`src/rtl/id_ex_stage.sv`:
```
// ID/EX pipeline register with load-use hazard detection, flush/hold handling
// and a saturating count of load-use bubbles.
module id_ex_stage #(
  parameter int XLEN  = 32,
  parameter int RA_W  = 5,
  parameter int CNT_W = 16
) (
  input  logic             clk,
  input  logic             reset,
  input  logic             id_valid,
  input  logic [6:0]       id_opcode,
  input  logic             id_alu_op,
  input  logic             id_reg_write_en,
  input  logic             id_alu_src,
  input  logic             id_mem_to_reg_en,
  input  logic             id_mem_read_en,
  input  logic             id_mem_write_en,
  input  logic             id_jumpl_en,
  input  logic             id_branch_en,
  input  logic [XLEN-1:0]  id_pc,
  input  logic [XLEN-1:0]  id_rs1_data,
  input  logic [XLEN-1:0]  id_rs2_data,
  input  logic [XLEN-1:0]  id_imm,
  input  logic [RA_W-1:0]  id_rs1,
  input  logic [RA_W-1:0]  id_rs2,
  input  logic [RA_W-1:0]  id_rd,
  input  logic [2:0]       id_funct3,
  input  logic             id_funct7_5,
  input  logic             ex_flush,
  input  logic             ex_hold,
  output logic             ex_valid,
  output logic             ex_alu_op,
  output logic             ex_reg_write_en,
  output logic             ex_alu_src,
  output logic             ex_mem_to_reg_en,
  output logic             ex_mem_read_en,
  output logic             ex_mem_write_en,
  output logic             ex_jumpl_en,
  output logic             ex_branch_en,
  output logic [XLEN-1:0]  ex_pc,
  output logic [XLEN-1:0]  ex_rs1_data,
  output logic [XLEN-1:0]  ex_rs2_data,
  output logic [XLEN-1:0]  ex_imm,
  output logic [RA_W-1:0]  ex_rs1,
  output logic [RA_W-1:0]  ex_rs2,
  output logic [RA_W-1:0]  ex_rd,
  output logic [2:0]       ex_funct3,
  output logic             ex_funct7_5,
  output logic             load_use_stall,
  output logic [CNT_W-1:0] bubble_count
);

  localparam logic [6:0] OP_JAL    = 7'b1101111;
  localparam logic [6:0] OP_RTYPE  = 7'b0110011;
  localparam logic [6:0] OP_STORE  = 7'b0100011;
  localparam logic [6:0] OP_BRANCH = 7'b1100011;

  typedef struct packed {
    logic            valid;
    logic            alu_op;
    logic            reg_write;
    logic            alu_src;
    logic            mem_to_reg;
    logic            mem_read;
    logic            mem_write;
    logic            jumpl;
    logic            branch;
    logic [XLEN-1:0] pc;
    logic [XLEN-1:0] rs1_data;
    logic [XLEN-1:0] rs2_data;
    logic [XLEN-1:0] imm;
    logic [RA_W-1:0] rs1;
    logic [RA_W-1:0] rs2;
    logic [RA_W-1:0] rd;
    logic [2:0]      funct3;
    logic            funct7_5;
  } idex_t;

  idex_t            ex_q, ex_d, id_word;
  logic [CNT_W-1:0] cnt_q, cnt_d;
  logic             uses_rs1, uses_rs2, hazard;

  assign uses_rs1 = (id_opcode != OP_JAL);
  assign uses_rs2 = (id_opcode == OP_RTYPE) || (id_opcode == OP_STORE) ||
                    (id_opcode == OP_BRANCH);

  assign hazard = id_valid && ex_q.valid && ex_q.mem_read && (ex_q.rd != '0) &&
                  ((uses_rs1 && (ex_q.rd == id_rs1)) || (uses_rs2 && (ex_q.rd == id_rs2)));
  assign load_use_stall = hazard && !reset;

  // Control enables are qualified by id_valid so an invalid slot never carries live enables.
  always_comb begin
    id_word            = '0;
    id_word.valid      = id_valid;
    id_word.alu_op     = id_alu_op        & id_valid;
    id_word.reg_write  = id_reg_write_en  & id_valid;
    id_word.alu_src    = id_alu_src       & id_valid;
    id_word.mem_to_reg = id_mem_to_reg_en & id_valid;
    id_word.mem_read   = id_mem_read_en   & id_valid;
    id_word.mem_write  = id_mem_write_en  & id_valid;
    id_word.jumpl      = id_jumpl_en      & id_valid;
    id_word.branch     = id_branch_en     & id_valid;
    id_word.pc         = id_pc;
    id_word.rs1_data   = id_rs1_data;
    id_word.rs2_data   = id_rs2_data;
    id_word.imm        = id_imm;
    id_word.rs1        = id_rs1;
    id_word.rs2        = id_rs2;
    id_word.rd         = id_rd;
    id_word.funct3     = id_funct3;
    id_word.funct7_5   = id_funct7_5;
  end

  // Flush beats hold beats stall; only stall-inserted bubbles are counted.
  always_comb begin
    ex_d  = ex_q;
    cnt_d = cnt_q;
    if (ex_flush) begin
      ex_d = '0;
    end else if (ex_hold) begin
      ex_d = ex_q;
    end else if (hazard) begin
      ex_d = '0;
      if (cnt_q != '1) cnt_d = cnt_q + CNT_W'(1);
    end else begin
      ex_d = id_word;
    end
  end

  always_ff @(posedge clk) begin
    if (reset) begin
      ex_q  <= '0;
      cnt_q <= '0;
    end else begin
      ex_q  <= ex_d;
      cnt_q <= cnt_d;
    end
  end

  assign ex_valid         = ex_q.valid;
  assign ex_alu_op        = ex_q.alu_op;
  assign ex_reg_write_en  = ex_q.reg_write;
  assign ex_alu_src       = ex_q.alu_src;
  assign ex_mem_to_reg_en = ex_q.mem_to_reg;
  assign ex_mem_read_en   = ex_q.mem_read;
  assign ex_mem_write_en  = ex_q.mem_write;
  assign ex_jumpl_en      = ex_q.jumpl;
  assign ex_branch_en     = ex_q.branch;
  assign ex_pc            = ex_q.pc;
  assign ex_rs1_data      = ex_q.rs1_data;
  assign ex_rs2_data      = ex_q.rs2_data;
  assign ex_imm           = ex_q.imm;
  assign ex_rs1           = ex_q.rs1;
  assign ex_rs2           = ex_q.rs2;
  assign ex_rd            = ex_q.rd;
  assign ex_funct3        = ex_q.funct3;
  assign ex_funct7_5      = ex_q.funct7_5;
  assign bubble_count     = cnt_q;

endmodule

```
`config.mk`:
```
export PLATFORM = sky130hd
export DESIGN_NAME = id_ex_stage
export DESIGN_NICKNAME = d
export VERILOG_FILES = /design/src/rtl/id_ex_stage.sv
export SDC_FILE = /design/constraint.sdc
export NUM_CORES = 1
export LEC_CHECK = 0
export CAP_MARGIN = 20
export CORE_MARGIN = 5
export CORE_UTILIZATION = 34
export CTS_CLUSTER_DIAMETER = 100
export CTS_CLUSTER_SIZE = 20
export DETAILED_ROUTE_END_ITERATION = 10
export PLACE_DENSITY = 0.82
export SLEW_MARGIN = 20
export SYNTH_ARGS = -nofsm -noshare
export SYNTH_HDL_FRONTEND = slang
export SYNTH_SLANG_ARGS = --single-unit
```
`constraint.sdc`:
```
create_clock -name clk -period 2.25 [get_ports clk]
set_input_delay 0.5625 -clock clk [delete_from_list [all_inputs] [get_ports clk]]
set_output_delay 0.5625 -clock clk [all_outputs]
set_load 0.01 [all_outputs]
```
# == After elaboration in Yosys (flattened, before gate mapping) ==
# Index checks and enable logic that the tools add are counted.
# op_classes
bitwise,10
addsub,1
eq_ne,7
reduce_logical,14
mux,1
# ops
operator,n
2-to-1 mux 156 bit,1
"adder 16 x 1 -> 16 bit, second input constant",1
"!= test 16 bit, second input constant",1
"== test 7 x 6 -> 1 bit, second input constant",2
== test 5 bit,2
bitwise AND 1 bit,8
"== test 7 bit, second input constant",1
logical AND 1 bit,7
"!= test 7 bit, second input constant",1
nonzero test 5 bit,1
AND reduction 4 bit,1
logical OR 1 bit,3
NOT 1 bit,2
OR reduction 2 bit,1
zero test 1 bit,1
# totals
register_bits,172
word_cells,52
out_inout_bits,173

# == Depth between registers and ports, before layout ==
# logic_depth
word_depth,7
depth_mapped,9

# == Least setup slack after synthesis ==
# Ideal clock, no wire load.
# synth_path
path_kind,input-to-output
startpoint,input id_rs1[4]
endpoint,output load_use_stall
t_arrival_ps,1904
required_ps,1688
path_buffers,1
path_stages,6
setup_slack_ps,-216
cell_sequence,xnor2_1 > nand3_1 > or4_4 > and2_4 > clkbuf_1 > nor3b_1
# synth_via
elab_chain_cells,5
# synth_lines
item,line,text
from (decl),24,"input logic [RA_W-1:0] id_rs1,"
== test 5 bit,88,((uses_rs1 && (ex_q.rd == id_rs1)) || (uses_rs2 && (ex_q.rd == id_rs2)));
logical AND 1 bit,88,
logical OR 1 bit,88,
logical AND 1 bit,87,assign hazard = id_valid && ex_q.valid && ex_q.mem_read && (ex_q.rd != '0) &&
logical AND 1 bit,89,assign load_use_stall = hazard && !reset;
to (decl),49,"output logic load_use_stall,"
# No other way between the ends.

# == Final worst setup path ==
# layout_path
startpoint,input id_opcode[2]
endpoint,output load_use_stall
# layout_via
elab_chain_cells,7
elab_cells_between_ends,11
classes_between,4 x eq/ne; 7 x reduce/logical
# layout_lines
item,line,text
from (decl),11,"input logic [6:0] id_opcode,"
== test 7 x 6 -> 1 bit,84,assign uses_rs2 = (id_opcode == OP_RTYPE) || (id_opcode == OP_STORE) ||
logical OR 1 bit (2 in a row),84,
logical AND 1 bit,88,
logical OR 1 bit (*),88,
logical AND 1 bit (*),87,
logical AND 1 bit (*),89,
# Mark *: on every way between the ends. The rest lies on a longest branch, timed or not.

==> run_results.csv <==
group,metric,value,unit
yosys,yosysUniqueCellTypes,36,
global_routing,grt_pass1_wl,33730,µm
die,dieArea,19520,µm²
clock_tree,cts-root-buf,"clkbuf_16",
cells_and_area,drive_above_1_share,18.30,%
clock_tree,cts_sinks,172,
place,gp_congestion,0.7819,
cells_and_area,nets,1053,
clock_tree,cts_tree,"built",
yosys,syn_nets,649,
clock_tree,cts_buffers,17,
sta,finalSetupViolations,164,
detailed_routing,via_count,5815,
die,core,16520,µm²
global_routing,grt_max_degree,62,
detailed_routing,drtAntennaViolNets,0,
worst_setup_path,path_cells,"dlygate4sd2_1, nand4b_1, nor2_4, or4_4, and2_4, nor3b_4, buf_2",
detailed_routing,viasPerCell,5.211,
yosys,syn_area,5722,µm²
worst_setup_path,critical_path.startpoint,"id_opcode[2]",
die,die_w,139.7,µm
worst_setup_path,crit-reg2reg-launch,"ex_rd[4]",
place,io_buffers,339,
detailed_routing,route.detailed.drc,0,
cells_and_area,area_growth,98.78,%
status,violations,"setup timing",
sta,fin_ws,-0.4561,ns
yosys,synth-seq-cells,172,
job,max_cap_viol_count,0,
global_routing,grt.total_usage,21.99,%
sta,finalMaxSlewViolations,0,
worst_setup_path,worst_path_dominant_cell_family,"simple AND/OR/NAND/NOR gates",
worst_hold_path,hold_path_startpoint,"ex_jumpl_en",
status,outcome,"finished with violations",
yosys,syn_inst,481,
worst_setup_path,path_class,"in -> out",
sta,rsz0062_at_grt,"true",
sta,fin_hold_ws,0.4675,ns
die,initial_core_util,34.63,%
worst_setup_path,crit_slowest_cell,"or4_4",
sta,min_period_over_period,120.3,%
worst_setup_path,end_kind,"output pin",
yosys,yosysSeqAreaShare,60.18,%
worst_setup_path,cp.arrival,2.14,ns
clock_tree,clk_latency,0.42,ns
global_routing,grt_pass1_vias,5807,
worst_setup_path,start_kind,"input pin",
sta,worstMarginPinSlew,0.6568,ns
sta,final.setup.tns,-16.46,ns
clock_tree,clockBufferDepth,2,
yosys,avgSynthCellArea,11.90,µm²
clock_tree,htreeDepth,4,
sta,min_period,2.706,ns
clock_tree,cts.clk_slew.worst_paths,0.07,ns
detailed_routing,first_iter_violations,345,
die,die_y,139.7,µm
power_and_ir_drop,power.density,639.9,nW/µm²
worst_setup_path,cp.required,1.69,ns
detailed_routing,wirelength,25340,µm
cells_and_area,final_util,68.83,%
place,post-dp-hpwl,14930,µm
die,rows,47,
clock_tree,cts_hold_buf,0,
global_routing,grt_overflow,0,
global_routing,antenna_found_initial,0,
power_and_ir_drop,p_leak,4.477,nW
worst_hold_path,worstHoldPathType,"reg -> reg",
detailed_routing,first_pass_iters,4,
sta,slew-limit-headroom,56.21,%
sta,final.setup_skew,0.01157,ns
die,ios,340,
worst_setup_path,cp_max_fo,2,
worst_setup_path,cp_num_buf_inv,2,
cells_and_area,n_antenna_cell,0,
yosys,yosysWarnings,0,
detailed_routing,post_drt_wl_per_cell,22.70,µm
sta,max_freq,0.3695,GHz
sta,finalHoldViolCount,0,
power_and_ir_drop,peakVddDrop,502.5,µV
cells_and_area,fillers,1160,
worst_setup_path,critPathMaxStageDelay,0.55,ns
report_power, final:
part	internal (W)	total [W]	switching [W]
clock network	0.00187	0.00313	0.00126
logic	0.000616	0.000954	0.000338
registers	0.00313	0.00319	0.0000577
total	0.00562	0.00728	0.00166
layout by cell type (no fill, tap or decap), types with 8 or more instances in the layout:
cell type,count
clkdlybuf4s50_1,323
dfxtp_1,169
a22o_1,148
buf_4,37
clkbuf_16,29
buf_12,18
nor2_1,14
buf_6,10
a32o_1,8
dlygate4sd2_1,8
synth_stat cells, drive strengths merged:
library cell    n  area, µm²
or2             1      6.260
nor3            7      35.03
nor4            3      18.77
nand3           8      40.04
o21ai           4      20.02
dfxtp         172       3443
o21ba           1      10.01
o31ai           2      15.01
clkbuf         22      82.58
nor3b           4      30.03
a22o          148       1296
and3            1      6.260
nand4b          1      8.760
o211ai          1      7.510
a2111oi         2      23.77
xor2            5      43.79
or4             3      26.27
and2            3      21.27
nor2           15      56.30
xnor2           7      61.31
o31a            2      17.52
nand4           5      31.28
nor2b           6      37.54
or3             4      25.02
inv             1      3.750
ha              1      12.51
mux2            7      78.83
a211oi          1      7.510
a21oi           8      40.04
buf            19      101.4
a32o            8      80.08
nand2           9      33.78
final cells by class:
class / instances / area [µm²] / share of cell area, %
Multi-Input combinational cell: 267 / 2385 / 20.97
Sequential cell: 172 / 3455 / 30.37
Timing Repair Buffer: 426 / 4641 / 40.80
Inverter: 1 / 3.754 / 0.03300
Tap cell: 220 / 275.3 / 2.420
Clock inverter: 12 / 185.2 / 1.628
Clock buffer: 18 / 429.2 / 3.773
through the flow:
| step | cell area (µm²) | std cells | setup slack, ns | power, W |
|---|---|---|---|---|
| 2_1_floorplan | 5749 | 481 | -0.07264 | 0.003465 |
| 3_3_place_gp | 9584 | 1038 | -1.069 | 0.004016 |
| 3_5_place_dp | 9584 | 1038 | -1.083 | 0.004030 |
| 4_1_cts | 10780 | 1091 | -0.4101 | 0.007211 |
| 5_1_grt | 11370 | 1116 | -0.5112 | 0.007510 |
| 6_report | 11370 | 1116 | -0.4561 | 0.007278 |
sequential cells by signal, indices dropped and copies added, names as in the netlist, 3 cells and up:
register and cells:
ex_rd 5, bubble_count 16, ex_rs2 5, ex_pc 32, ex_imm 32, ex_funct3 3, ex_rs2_data 32, ex_rs1_data 32
ex_rs1 5
per-layer routing:
metal	share of wire, %	up-vias	global-route usage (%)	wire length, µm
li1	-	2660	-	-
met1	39	2836	24.93	9913
met2	50	259	38.64	12720
met3	7.3	60	6.449	1839
met4	3.4	0	9.026	866
met5	0	-	0	0
path summary, 6_finish.rpt:
| path | to | slack (ns) | depth (start not counted) |
|---|---|---|---|
| min | ex_jumpl_en | 0.47 | 1 |
| max | load_use_stall | -0.46 | 7 |
| max reg2reg | ex_pc[21] | -0.15 | 13 |
| min reg2reg | ex_jumpl_en | 0.47 | 1 |
worst reg2reg max path, cell delays in order, from the launching register on:
cell	delay (ns)
dfxtp_4	0.37
buf_6	0.13
xor2_2	0.14
nor3_2	0.27
nand4_1	0.19
buf_4	0.17
buf_6	0.11
nand2_4	0.06
a2111oi_4	0.07
buf_6	0.14
buf_12	0.15
buf_12	0.14
clkbuf_16	0.16
a22o_1	0.22
kinds of logic after synthesis:
kind of cell / synth area share (%)
AO/OA/AOI/OAI: 26.53
XOR/XNOR: 1.837
adder cells (fa/ha/maj): 0.2186
buffers and inverters: 3.280
flip-flops: 60.18
multiplexers: 1.378
AND/OR/NAND/NOR: 6.582
timing repair:
action	CTS	global route
buffers inserted	14	15
pin swaps	44	139
endpoints found under the setup margin	171	169
gates cloned	10	18
gates resized for setup	84	54
No activity file was read; power rests on OpenSTA's default activity.
